## config.mk

```make
export PLATFORM = sky130hd
export DESIGN_NAME = rr_stream_mux
export DESIGN_NICKNAME = d
export VERILOG_FILES = /design/src/rtl/stream_pkg.sv /design/src/rtl/rr_arbiter.sv /design/src/rtl/rr_stream_mux.sv
export SDC_FILE = /design/constraint.sdc
export NUM_CORES = 1
export LEC_CHECK = 0
export CELL_PAD_IN_SITES_DETAIL_PLACEMENT = 0
export CELL_PAD_IN_SITES_GLOBAL_PLACEMENT = 1
export CORE_MARGIN = 2
export CORE_UTILIZATION = 35
export CTS_CLUSTER_DIAMETER = 60
export DETAILED_ROUTE_END_ITERATION = 7
export GPL_ROUTABILITY_DRIVEN = 0
export PLACE_DENSITY = 0.89
export SETUP_SLACK_MARGIN = 0.4
export SLEW_MARGIN = 5
export SYNTH_ARGS = -nofsm -noshare
export SYNTH_HDL_FRONTEND = slang
export SYNTH_SLANG_ARGS = --single-unit
```

## constraint.sdc

```tcl
create_clock -name clk -period 8.7 [get_ports clk]
set_input_delay 1.74 -clock clk [delete_from_list [all_inputs] [get_ports clk]]
set_output_delay 1.74 -clock clk [all_outputs]
set_load 0.005 [all_outputs]
```

## src/rtl/stream_pkg.sv

```systemverilog
`default_nettype none
// ============================================================================
// Module   : stream_pkg
// Purpose  : Shared encodings for the stream multiplexer: packet-lock state
//            and arbitration mode constants.
// Revision : 1.0 - initial release
// ============================================================================
package stream_pkg;

  // Packet-lock state: IDLE arbitrates freely, LOCKED pins the grant to one
  // channel until that channel delivers its last beat.
  typedef enum logic [0:0] {
    IDLE   = 1'b0,
    LOCKED = 1'b1
  } state_e;

  localparam int MODE_RR    = 0;
  localparam int MODE_FIXED = 1;

endpackage
`default_nettype wire

```

## src/rtl/rr_arbiter.sv

```systemverilog
`default_nettype none
// ============================================================================
// Module   : rr_arbiter
// Purpose  : Combinational rotate-priority search. Returns the first request
//            found scanning ptr, ptr+1, ..., N-1, 0, ..., ptr-1.
// Revision : 1.0 - initial release
// ============================================================================
module rr_arbiter #(
  parameter int N  = 4,
  parameter int SW = $clog2(N)
) (
  input  logic [N-1:0]  req,
  input  logic [SW-1:0] ptr,
  output logic [N-1:0]  gnt_oh,
  output logic [SW-1:0] gnt_idx,
  output logic          any
);

  // Walk the channels starting at ptr; the first requester wins.
  always_comb begin
    int idx;
    idx     = 0;
    gnt_oh  = '0;
    gnt_idx = '0;
    any     = 1'b0;
    for (int k = 0; k < N; k++) begin
      idx = int'(ptr) + k;
      if (idx >= N) begin
        idx = idx - N;
      end
      if (!any && req[idx]) begin
        any         = 1'b1;
        gnt_idx     = SW'(idx);
        gnt_oh[idx] = 1'b1;
      end
    end
  end

endmodule
`default_nettype wire

```

## src/rtl/rr_stream_mux.sv

```systemverilog
`default_nettype none
// ============================================================================
// Module   : rr_stream_mux
// Purpose  : N-channel registered stream multiplexer with valid/ready on
//            every port, round-robin or externally selected arbitration, and
//            packet locking on the last flag. One output register stage.
// Revision : 1.0 - initial release
// ============================================================================
module rr_stream_mux
  import stream_pkg::*;
#(
  parameter int N    = 4,
  parameter int W    = 8,
  parameter int MODE = 0,
  parameter int SW   = $clog2(N)
) (
  input  logic            clk,
  input  logic            rst,
  input  logic [SW-1:0]   sel,
  input  logic [N-1:0]    in_valid,
  input  logic [N-1:0]    in_last,
  input  logic [N*W-1:0]  in_data,
  output logic [N-1:0]    in_ready,
  output logic            out_valid,
  output logic [W-1:0]    out_data,
  output logic            out_last,
  output logic [SW-1:0]   out_chan,
  input  logic            out_ready
);

  state_e        state_q, state_d;
  logic [SW-1:0] lock_q, lock_d;
  logic [SW-1:0] ptr_q, ptr_d;
  logic          out_valid_q, out_valid_d;
  logic [W-1:0]  out_data_q, out_data_d;
  logic          out_last_q, out_last_d;
  logic [SW-1:0] out_chan_q, out_chan_d;

  logic          load_en;
  logic          xfer;
  logic          gnt_valid;
  logic [SW-1:0] gnt_idx;
  logic [N-1:0]  gnt_oh;
  logic          beat_last;
  logic [W-1:0]  beat_data;

  logic [N-1:0]  arb_oh;
  logic [SW-1:0] arb_idx;
  logic          arb_any;

  rr_arbiter #(
    .N  (N),
    .SW (SW)
  ) u_arb (
    .req     (in_valid),
    .ptr     (ptr_q),
    .gnt_oh  (arb_oh),
    .gnt_idx (arb_idx),
    .any     (arb_any)
  );

  // The output register may take a beat whenever it is empty or draining.
  assign load_en = !out_valid_q || out_ready;

  // Grant selection: a held packet owns the mux; otherwise sel or round-robin.
  always_comb begin
    gnt_valid = 1'b0;
    gnt_idx   = '0;
    gnt_oh    = '0;
    if (state_q == LOCKED) begin
      gnt_idx        = lock_q;
      gnt_valid      = in_valid[lock_q];
      gnt_oh[lock_q] = 1'b1;
    end else if (MODE == MODE_FIXED) begin
      // Out-of-range select values simply grant nobody.
      if (int'(sel) < N) begin
        gnt_idx     = sel;
        gnt_valid   = in_valid[sel];
        gnt_oh[sel] = 1'b1;
      end
    end else begin
      gnt_idx   = arb_idx;
      gnt_valid = arb_any;
      gnt_oh    = arb_oh;
    end
  end

  assign xfer      = load_en && gnt_valid;
  assign in_ready  = xfer ? (gnt_oh & in_valid) : '0;
  assign beat_data = in_data[int'(gnt_idx)*W +: W];
  assign beat_last = in_last[gnt_idx];

  // Next-state: packet lock, round-robin pointer and output register loading.
  always_comb begin
    state_d     = state_q;
    lock_d      = lock_q;
    ptr_d       = ptr_q;
    out_valid_d = out_valid_q;
    out_data_d  = out_data_q;
    out_last_d  = out_last_q;
    out_chan_d  = out_chan_q;

    if (xfer) begin
      if (state_q == IDLE && !beat_last) begin
        state_d = LOCKED;
        lock_d  = gnt_idx;
      end else if (state_q == LOCKED && beat_last) begin
        state_d = IDLE;
      end
      // The pointer only advances at packet boundaries so a packet's
      // successor is the channel after its source.
      if (beat_last) begin
        ptr_d = (int'(gnt_idx) == N - 1) ? '0 : gnt_idx + SW'(1);
      end
    end

    if (load_en) begin
      out_valid_d = xfer;
      // Data fields keep their last value when nothing new is loaded.
      if (xfer) begin
        out_data_d = beat_data;
        out_last_d = beat_last;
        out_chan_d = gnt_idx;
      end
    end
  end

  // State and output registers with synchronous reset.
  always_ff @(posedge clk) begin
    if (rst) begin
      state_q     <= IDLE;
      lock_q      <= '0;
      ptr_q       <= '0;
      out_valid_q <= 1'b0;
      out_data_q  <= '0;
      out_last_q  <= 1'b0;
      out_chan_q  <= '0;
    end else begin
      state_q     <= state_d;
      lock_q      <= lock_d;
      ptr_q       <= ptr_d;
      out_valid_q <= out_valid_d;
      out_data_q  <= out_data_d;
      out_last_q  <= out_last_d;
      out_chan_q  <= out_chan_d;
    end
  end

  assign out_valid = out_valid_q;
  assign out_data  = out_data_q;
  assign out_last  = out_last_q;
  assign out_chan  = out_chan_q;

endmodule
`default_nettype wire

```

==> run summary, run 1 <==
outcome = finished clean
synthesized area per cell = 8.24 um2
pin count of the biggest net entering global routing = 31
I/O Buffers = 58
peak supply drop = 0.000151 V
Tcrit/Tclk final = 71.1%
post-CTS resize count = 0
Congestion Overflow GR = 0
CTS tree = built
Worst-Skew Late Latency = 0.25 ns
Power Density = 346 mW/mm2
cells after synthesis = 214
clock buffer depth = 2
max-slew violation count = 0
final worst setup slack = 2.51 ns
DIE AREA = 0.00562 mm2
Initial Util = 36.8%
Final Hold Fails = 0
Yosys reg bits = 17
initial antenna violation count = 0
DRT Pass-1 Iters = 4
CTS clk-pin slew, worst paths = 0.07 ns
Layout Area Growth over Synthesis = 34.4%
Final #Nets = 309
Syn Std Cell Area = 0.00176 mm2
critical path arrival = 4.45 ns
CP bufs+invs = 2
CP Class = in2out
residual DRC count = 0
Hold Path Class = reg2reg
most common cell in the netlist = nor2_1
Yosys top cell area share = 19.3%
Distinct cells, synth = 50
CTS Buf Count = 3
H-tree levels = 1
CTS Hold Bufs = 0
Final Skew = 0.00851 ns
vias in the first global route = 1703
delay-heaviest family, CP = buffers and inverters
first-pass GRT wire length = 7.75 mm
layout cells sized above 1 = 13.6%
sequential area share after synthesis = 19.3%
GRT Total Usage = 17.6%
Ports = 61
Required @ worst endpoint = 6.96 ns
Final ANT Viol Nets = 0
largest cells by area after synthesis = dfxtp_1 19%, a2111oi_2 6.8%, nor4_2 5.7%, mux2i_1 5.1%, mux4_2 5.1%
DRT Wirelength = 4.60 mm
# Post-CTS Setup Buffers = 0
core footprint = 0.00479 mm2
max cap viols = 0
final count of negative-setup-slack endpoints = 0
cell accounting for the most synthesized area = dfxtp_1
Worst Tran Pin Value = 0.831 ns
CP Launch Type = primary input
via count = 1751
CTS Root Cell = clkbuf_8
Worst Setup End Kind = output port
Avg WL per Cell = 14.2 um
top_reg_cell synth = dfxtp_1
slowest CP cell = clkdlybuf4s50_1
1st-iter DRT viols = 99
crit path max fanout = 14
Die Span X = 75.0 um
die height = 75.0 um
post-DP HPWL = 3.27 mm
Fin Setup TNS = 0 ns
number of warnings issued by yosys = 0
Crit path largest cell delay = 0.64 ns
highest clock rate = 162 MHz
ys async rst share = 0%
n_diodes = 0
unrepaired setup endpoints after global routing = false
Mapped Nets = 265
dpl ws = 2.55 ns
Leakage = 0.859 nW
num rows = 25
Period minus WS final = 6.19 ns
Post-synth EDFFs = 0
WHS = 0.466 ns
number of fill cells in the layout = 491
CTS Sinks = 17
Avg Vias per Cell = 5.40
slew margin rel. = 44.4%
synth cell count leaders = 24 x nor2_1, 17 x dfxtp_1, 15 x nand2_1
worst-path cell chain = clkdlybuf4s50_1 > mux4_2 > nor2b_2 > a22oi_1 > o21ai_0 > mux2i_1 > o21ai_0 > and3_1 > clkdlybuf4s50_1
-- worst min-delay path, delay by kind of cell, from the launching register on --
kind / cells / cell delay (ns)
flip-flops: 1 / 0.31
AO/OA/AOI/OAI: 1 / 0.06
AND/OR/NAND/NOR: 1 / 0.05
-- sequential cells by signal (all words and copies together) (netlist names) --
signal     flops
out_data       8
lock_q         2
out_chan       2
ptr_q          2
out_last       1
out_valid      1
state_q        1
-- layer usage --
metal  up-vias  wire [um]  global-route usage (%)
met5         -          0                       0
met2        61       2110                    27.8
met3         2        326                    4.69
met1       800       2140                    23.5
li1        888          -                       -
met4         0         26                    5.36
-- cell families after synthesis --
family                   after synthesis  synth area share (%)
AO/OA/AOI/OAI                         63                  28.3
adder cells (fa/ha/maj)                6                  4.26
buffers and inverters                 28                  8.59
flip-flops                            17                  19.3
multiplexers                          15                  11.7
AND/OR/NAND/NOR                       85                  27.8
-- report_power, final --
part / total [W] / switching (W) / internal, W
Sequential: 0.000146 / 0.0000364 / 0.000110
Combinational: 0.000614 / 0.000334 / 0.000280
Clock: 0.0000593 / 0.0000276 / 0.0000318
Total: 0.000819 / 0.000398 / 0.000421
-- placed cells by master (no fill, tap or decap), types with 5 or more instances in the layout --
cell             Yosys  routed
clkdlybuf4s50_1      0      58
nor2_1              24      24
dfxtp_1             17      17
nand2_1             15      15
a21oi_1             13      13
nor3_1              10      10
o21ai_0              9       9
mux2i_1              9       9
a2111oi_2            8       8
a211oi_1             8       8
o22a_1               8       8
nor4_2               8       8
ha_1                 6       6
nand2b_1             5       5
nand3_1              5       5
-- area by class of cell --
| cell class | count | area [um2] | area share (%) |
|---|---|---|---|
| clock buffers | 3 | 41.3 | 1.74 |
| clock inverters | 1 | 5.00 | 0.211 |
| inverters | 6 | 23.8 | 1.00 |
| multi-input cells | 169 | 1270 | 53.7 |
| flip-flops and latches | 17 | 340 | 14.4 |
| well taps | 67 | 83.8 | 3.54 |
| repair buffers | 61 | 603 | 25.5 |
-- path summary, 6_finish.rpt --
| path | from | endpoint | slack (ns) | cells past startpoint |
|---|---|---|---|---|
| min reg2reg | out_chan[0] | out_chan[0] | 0.47 | 2 |
| max reg2reg | ptr_q[0] | state_q | 4.43 | 13 |
| min | out_chan[0] | out_chan[0] | 0.47 | 2 |
| max | in_valid[1] | in_ready[3] | 2.51 | 9 |
-- through the flow --
step	total power, W	cells	cell area, um2	util, %
2_1_floorplan	0.000637	214	1760	-
3_3_place_gp	0.000754	320	2320	48.5
3_5_place_dp	0.000765	320	2320	48.5
4_1_cts	0.000828	324	2370	49.5
5_1_grt	0.000899	324	2370	49.5
6_report	0.000819	324	2370	49.5
Power figures use the tool's default switching activity.
==> run 2, diff against run 1 <==
--- a/config.mk
+++ b/config.mk
@@ -8,11 +8,11 @@
 export CELL_PAD_IN_SITES_DETAIL_PLACEMENT = 0
 export CELL_PAD_IN_SITES_GLOBAL_PLACEMENT = 1
 export CORE_MARGIN = 2
-export CORE_UTILIZATION = 35
+export CORE_UTILIZATION = 30
 export CTS_CLUSTER_DIAMETER = 60
 export DETAILED_ROUTE_END_ITERATION = 7
 export GPL_ROUTABILITY_DRIVEN = 0
-export PLACE_DENSITY = 0.89
+export PLACE_DENSITY = 0.82
 export SETUP_SLACK_MARGIN = 0.4
 export SLEW_MARGIN = 5
 export SYNTH_ARGS = -nofsm -noshare
==> constraint.sdc (replaced) <==
create_clock -name clk -period 5.3 [get_ports clk]
set_input_delay 1.06 -clock clk [delete_from_list [all_inputs] [get_ports clk]]
set_output_delay 1.06 -clock clk [all_outputs]
set_load 0.005 [all_outputs]
==> run summary, run 2 (synthesis results as in run 1) <==
CTS Sinks = 17 (unchanged)
Period minus WS final = 4.49 ns
vias in the first global route = 1651 (was 1703)
Ports = 61 (unchanged)
DRT Pass-1 Iters = 4 (unchanged)
first-pass GRT wire length = 8.14 mm (was 7.75 mm)
Avg WL per Cell = 14.5 um (was 14.2 um)
slew margin rel. = 42.6% (was 44.4%)
1st-iter DRT viols = 98 (was 99)
Required @ worst endpoint = 4.24 ns (was 6.96 ns)
max-slew violation count = 0 (unchanged)
n_diodes = 0 (unchanged)
r2r setup slk = 1.62 ns (was 4.43 ns)
peak supply drop = 0.000261 V (was 0.000151 V)
Final ANT Viol Nets = 0 (unchanged)
post-placement cell count = 330 (was 320)
initial antenna violation count = 0 (unchanged)
Die Span X = 80.7 um (was 75.0 um)
# Post-CTS Setup Buffers = 0 (unchanged)
register area = 340 um2 (unchanged)
via count = 1772 (was 1751)
CP Launch Type = primary input (unchanged)
number of fill cells in the layout = 602 (was 491)
num rows = 27 (was 25)
Final Skew = 0.00242 ns (was 0.00851 ns)
Worst Setup End Kind = output port (unchanged)
GRT Total Usage = 15.6% (was 17.6%)
outcome = finished clean (unchanged)
die height = 80.7 um (was 75.0 um)
CTS Buf Count = 3 (unchanged)
CTS Hold Bufs = 0 (unchanged)
commonest non-fill, non-tap cell in the layout = clkdlybuf4s50_1 (unchanged)
pin count of the biggest net entering global routing = 31 (unchanged)
Fin Setup TNS = 0 ns (unchanged)
Worst Tran Pin Value = 0.859 ns (was 0.831 ns)
Final #Nets = 314 (was 309)
Layout Area Growth over Synthesis = 36.8% (was 34.4%)
max FFs per register = 8 (unchanged)
DIE AREA = 0.00651 mm2 (was 0.00562 mm2)
crit path max fanout = 6 (was 14)
CTS tree = built (unchanged)
max cap viols = 0 (unchanged)
Hold Path Class = reg2reg (unchanged)
most frequent cells in the layout = 58 x clkdlybuf4s50_1, 24 x nor2_1, 17 x dfxtp_1 (unchanged)
CP Class = in2out (unchanged)
WHS = 0.462 ns (was 0.466 ns)
multi-input logic area = 0.00127 mm2 (unchanged)
CTS Root Cell = clkbuf_8 (unchanged)
I/O Buffers = 58 (unchanged)
fin cells = 334 (was 324)
unrepaired setup endpoints after global routing = false (unchanged)
critical path arrival = 3.43 ns (was 4.45 ns)
residual DRC count = 0 (unchanged)
post-CTS resize count = 0 (unchanged)
DRT Wirelength = 4.85 mm (was 4.60 mm)
Power Density = 560 mW/mm2 (was 346 mW/mm2)
Worst-Skew Late Latency = 0.26 ns (was 0.25 ns)
post-DP HPWL = 3.53 mm (was 3.27 mm)
Leakage = 0.881 nW (was 0.859 nW)
highest clock rate = 223 MHz
Congestion Overflow GR = 0 (unchanged)
Tcrit/Tclk final = 84.6%
Avg Vias per Cell = 5.31 (was 5.40)
Final Hold Fails = 0 (unchanged)
final count of negative-setup-slack endpoints = 0 (unchanged)
core footprint = 0.00561 mm2 (was 0.00479 mm2)
layout cells sized above 1 = 14.9% (was 13.6%)
Initial Util = 31.4% (was 36.8%)
CTS clk-pin slew, worst paths = 0.07 ns (about the same)
clock buffer depth = 2 (unchanged)
H-tree levels = 1 (unchanged)
-- run 2: cell types whose count changed in the layout (fill, tap and decap cells not counted), sizes merged --
cell	previous run	this run
clkinv	3	2
buf	3	8
clkbuf	3	4
-- run 2: critical path, stage by stage --
cell	delay (ns)
clkdlybuf4s50_1	0.41
mux4_2	0.55
nor2b_2	0.24
a22oi_1	0.09
o21ai_0	0.16
mux2i_1	0.09
o21ai_0	0.15
and3_1	0.18
clkdlybuf4s50_1	0.50
-- run 2: cell type report --
| type | count | area share (%) |
|---|---|---|
| Timing Repair Buffer | 66 | 26.6 |
| Clock buffer | 4 | 1.87 |
| Multi-Input combinational cell | 169 | 52.7 |
| Tap cell | 72 | 3.74 |
| Sequential cell | 17 | 14.1 |
| Inverter | 6 | 0.986 |
-- run 2: worst paths after layout --
kind | startpoint | endpoint | depth (start not counted)
worst max register to register | ptr_q[1] | state_q | 11
worst max-delay path | in_valid[1] | in_ready[3] | 9
worst min-delay path | out_chan[1] | out_chan[1] | 2
worst min register to register | out_chan[1] | out_chan[1] | 2
-- run 2: stage by stage --
stage / cell area [um2] / power, W / utilization [%] / worst slack [ns]
after global routing: 2410 / 0.00149 / 43.0 / 0.590
final: 2410 / 0.00135 / 43.0 / 0.815
after global placement: 2370 / 0.00125 / 42.2 / 0.813
after detailed placement: 2370 / 0.00126 / 42.2 / 0.800
after floorplan: 1760 / 0.00105 / - / 1.74
after CTS: 2410 / 0.00136 / 43.0 / 0.799
-- run 2: per-layer routing --
metal / up-vias / global-route usage (%) / wire (um)
li1: 901 / - / -
met1: 833 / 22.3 / 2220
met2: 36 / 24.6 / 2400
met3: 2 / 2.81 / 201
met4: 0 / 3.05 / 32
met5: - / 0 / 0
-- run 2: where the power goes --
group / internal [W] / switching [W] / leakage, nW
logic: 0.000465 / 0.000561 / 0.718
clock network: 0.0000535 / 0.0000467 / 0.0228
registers: 0.000180 / 0.0000440 / 0.141
total: 0.000699 / 0.000652 / 0.881
==> run 3, diff against run 2 <==
==> constraint.sdc (replaced) <==
create_clock -name clk -period 4.1 [get_ports clk]
set_input_delay 0.82 -clock clk [delete_from_list [all_inputs] [get_ports clk]]
set_output_delay 0.82 -clock clk [all_outputs]
set_load 0.005 [all_outputs]
==> run summary, run 3 (synthesis results as in run 1) <==
n_diodes = 0 (unchanged)
pin count of the biggest net entering global routing = 30 (was 31)
num rows = 27 (unchanged)
Required @ worst endpoint = 3.28 ns (was 4.24 ns)
residual DRC count = 0 (unchanged)
CP Class = in2out (unchanged)
r2r setup slk = 0.75 ns (was 1.62 ns)
Initial Util = 31.4% (unchanged)
Congestion Overflow GR = 0 (unchanged)
Fin Setup TNS = 0 ns (unchanged)
Final Hold Fails = 0 (unchanged)
highest clock rate = 281 MHz
unrepaired setup endpoints after global routing = false (unchanged)
DRT Wirelength = 5.05 mm (was 4.85 mm)
core footprint = 0.00561 mm2 (unchanged)
CTS clk-pin slew, worst paths = 0.06 ns (was 0.07 ns)
clock buffer depth = 2 (unchanged)
fin cells = 353 (was 334)
CTS Sinks = 17 (unchanged)
max cap viols = 0 (unchanged)
final count of negative-setup-slack endpoints = 0 (unchanged)
CTS tree = built (unchanged)
vias in the first global route = 1604 (was 1651)
worst reg2reg path depth = 13 (was 11)
Hold Path Class = reg2reg (unchanged)
via count = 1859 (was 1772)
number of fill cells in the layout = 578 (was 602)
post-DP HPWL = 3.69 mm (was 3.53 mm)
critical path arrival = 2.74 ns (was 3.43 ns)
outcome = finished clean (unchanged)
Worst-Skew Late Latency = 0.25 ns (was 0.26 ns)
die height = 80.7 um (unchanged)
Ports = 61 (unchanged)
Worst Tran Pin Value = 0.860 ns (was 0.859 ns)
Final #Nets = 333 (was 314)
I/O Buffers = 58 (unchanged)
DIE AREA = 0.00651 mm2 (unchanged)
Tcrit/Tclk final = 86.9%
CP Launch Type = primary input (unchanged)
commonest non-fill, non-tap cell in the layout = clkdlybuf4s50_1 (unchanged)
Final Skew = 0.00338 ns (was 0.00242 ns)
crit path max fanout = 13 (was 6)
dpl ws = 0.0863 ns (was 0.800 ns)
CTS Buf Count = 3 (unchanged)
crit path to = in_ready[3] (unchanged)
Layout Area Growth over Synthesis = 47.8% (was 36.8%)
Die Span X = 80.7 um (unchanged)
final instance area = 0.00261 mm2 (was 0.00241 mm2)
CTS Root Cell = clkbuf_8 (unchanged)
max-slew violation count = 0 (unchanged)
Final ANT Viol Nets = 0 (unchanged)
peak supply drop = 0.000314 V (was 0.000261 V)
crit path from = in_valid[0] (was in_valid[1])
slew margin rel. = 42.5% (was 42.6%)
final worst setup slack = 0.539 ns (was 0.815 ns)
Avg WL per Cell = 14.3 um (was 14.5 um)
H-tree levels = 1 (unchanged)
Worst R2R End = state_q (unchanged)
layout cells sized above 1 = 21.4% (was 14.9%)
1st-iter DRT viols = 124 (was 98)
Period minus WS final = 3.56 ns
most frequent cells in the layout = 50 x clkdlybuf4s50_1, 24 x nor2_1, 22 x buf_4 (was 58 x clkdlybuf4s50_1, 24 x nor2_1, 17 x dfxtp_1)
initial antenna violation count = 0 (unchanged)
max FFs per register = 8 (unchanged)
Avg Vias per Cell = 5.27 (was 5.31)
GRT Total Usage = 15.3% (was 15.6%)
first-pass GRT wire length = 7.96 mm (was 8.14 mm)
Power Density = 736 mW/mm2 (was 560 mW/mm2)
Worst Setup End Kind = output port (unchanged)
Critical R2R Launch = ptr_q[0] (was ptr_q[1])
post-placement cell count = 339 (was 330)
fin util = 46.5% (was 43.0%)
Post-Place Cell Area = 0.00247 mm2 (was 0.00237 mm2)
DRT Pass-1 Iters = 6 (was 4)
Leakage = 1.03 nW (was 0.881 nW)
run 3: cell count changes in the layout (fill, tap and decap cells not counted), sizes merged:
cell,before,now
clkdlybuf4s50,58,50
buf,8,27
dlymetal6s2s,0,1
dlygate4sd2,0,7
run 3: layout make-up:
cell class / instances / area, um2 / share of cell area (%)
Multi-Input combinational cell: 169 / 1280 / 49.3
Timing Repair Buffer: 85 / 822 / 31.6
Sequential cell: 17 / 340 / 13.1
Tap cell: 72 / 90.1 / 3.46
Clock buffer: 4 / 45.0 / 1.73
Inverter: 6 / 23.8 / 0.913
run 3: what timing repair did:
item / in CTS / in global routing
gates resized for setup: 8 / 7
buffers inserted: 8 / 2
setup endpoints to repair: 4 / 5
pin swaps: 0 / 3
hold buffers: 0 / 0
run 3: metrics by stage:
stage	hold slack [ns]	total power (W)
finish	0.455	0.00192
global route	0.475	0.00209
floorplan	0.453	0.00135
global placement	0.442	0.00169
detailed placement	0.449	0.00171
CTS	0.459	0.00190
run 3: power breakdown:
part           switching [W]  internal [W]  total (W)
clock              0.0000568     0.0000689   0.000126
sequential         0.0000477      0.000233   0.000281
combinational       0.000780      0.000731    0.00151
run 3: layer usage:
| metal | GRT usage (%) | vias to the layer above | routed length (um) |
|---|---|---|---|
| met1 | 21.6 | 864 | 2290 |
| met5 | 0 | - | 0 |
| met3 | 2.47 | 2 | 202 |
| li1 | - | 944 | - |
| met4 | 1.53 | 0 | 17 |
| met2 | 25.2 | 49 | 2540 |
run 3: worst max-delay path: stages:
cell,delay (ns)
dlygate4sd2_1,0.26
buf_12,0.14
mux4_2,0.46
nor2b_4,0.15
a22oi_2,0.11
o21ai_1,0.10
mux2i_1,0.18
o21ai_1,0.09
and3_1,0.15
dlygate4sd2_1,0.26
run 3: how the worst min path moves through the flow:
| stage | endpoint | slack, ns | from | cells after the start |
|---|---|---|---|---|
| global route | out_chan[1] | 0.48 | out_chan[1] | 2 |
| detailed placement | out_chan[0] | 0.45 | out_chan[0] | 2 |
| global placement | out_chan[0] | 0.44 | out_chan[0] | 2 |
| floorplan | out_chan[0] | 0.45 | out_chan[0] | 2 |
| CTS | out_chan[0] | 0.46 | out_chan[0] | 2 |
| finish | out_chan[0] | 0.46 | out_chan[0] | 2 |
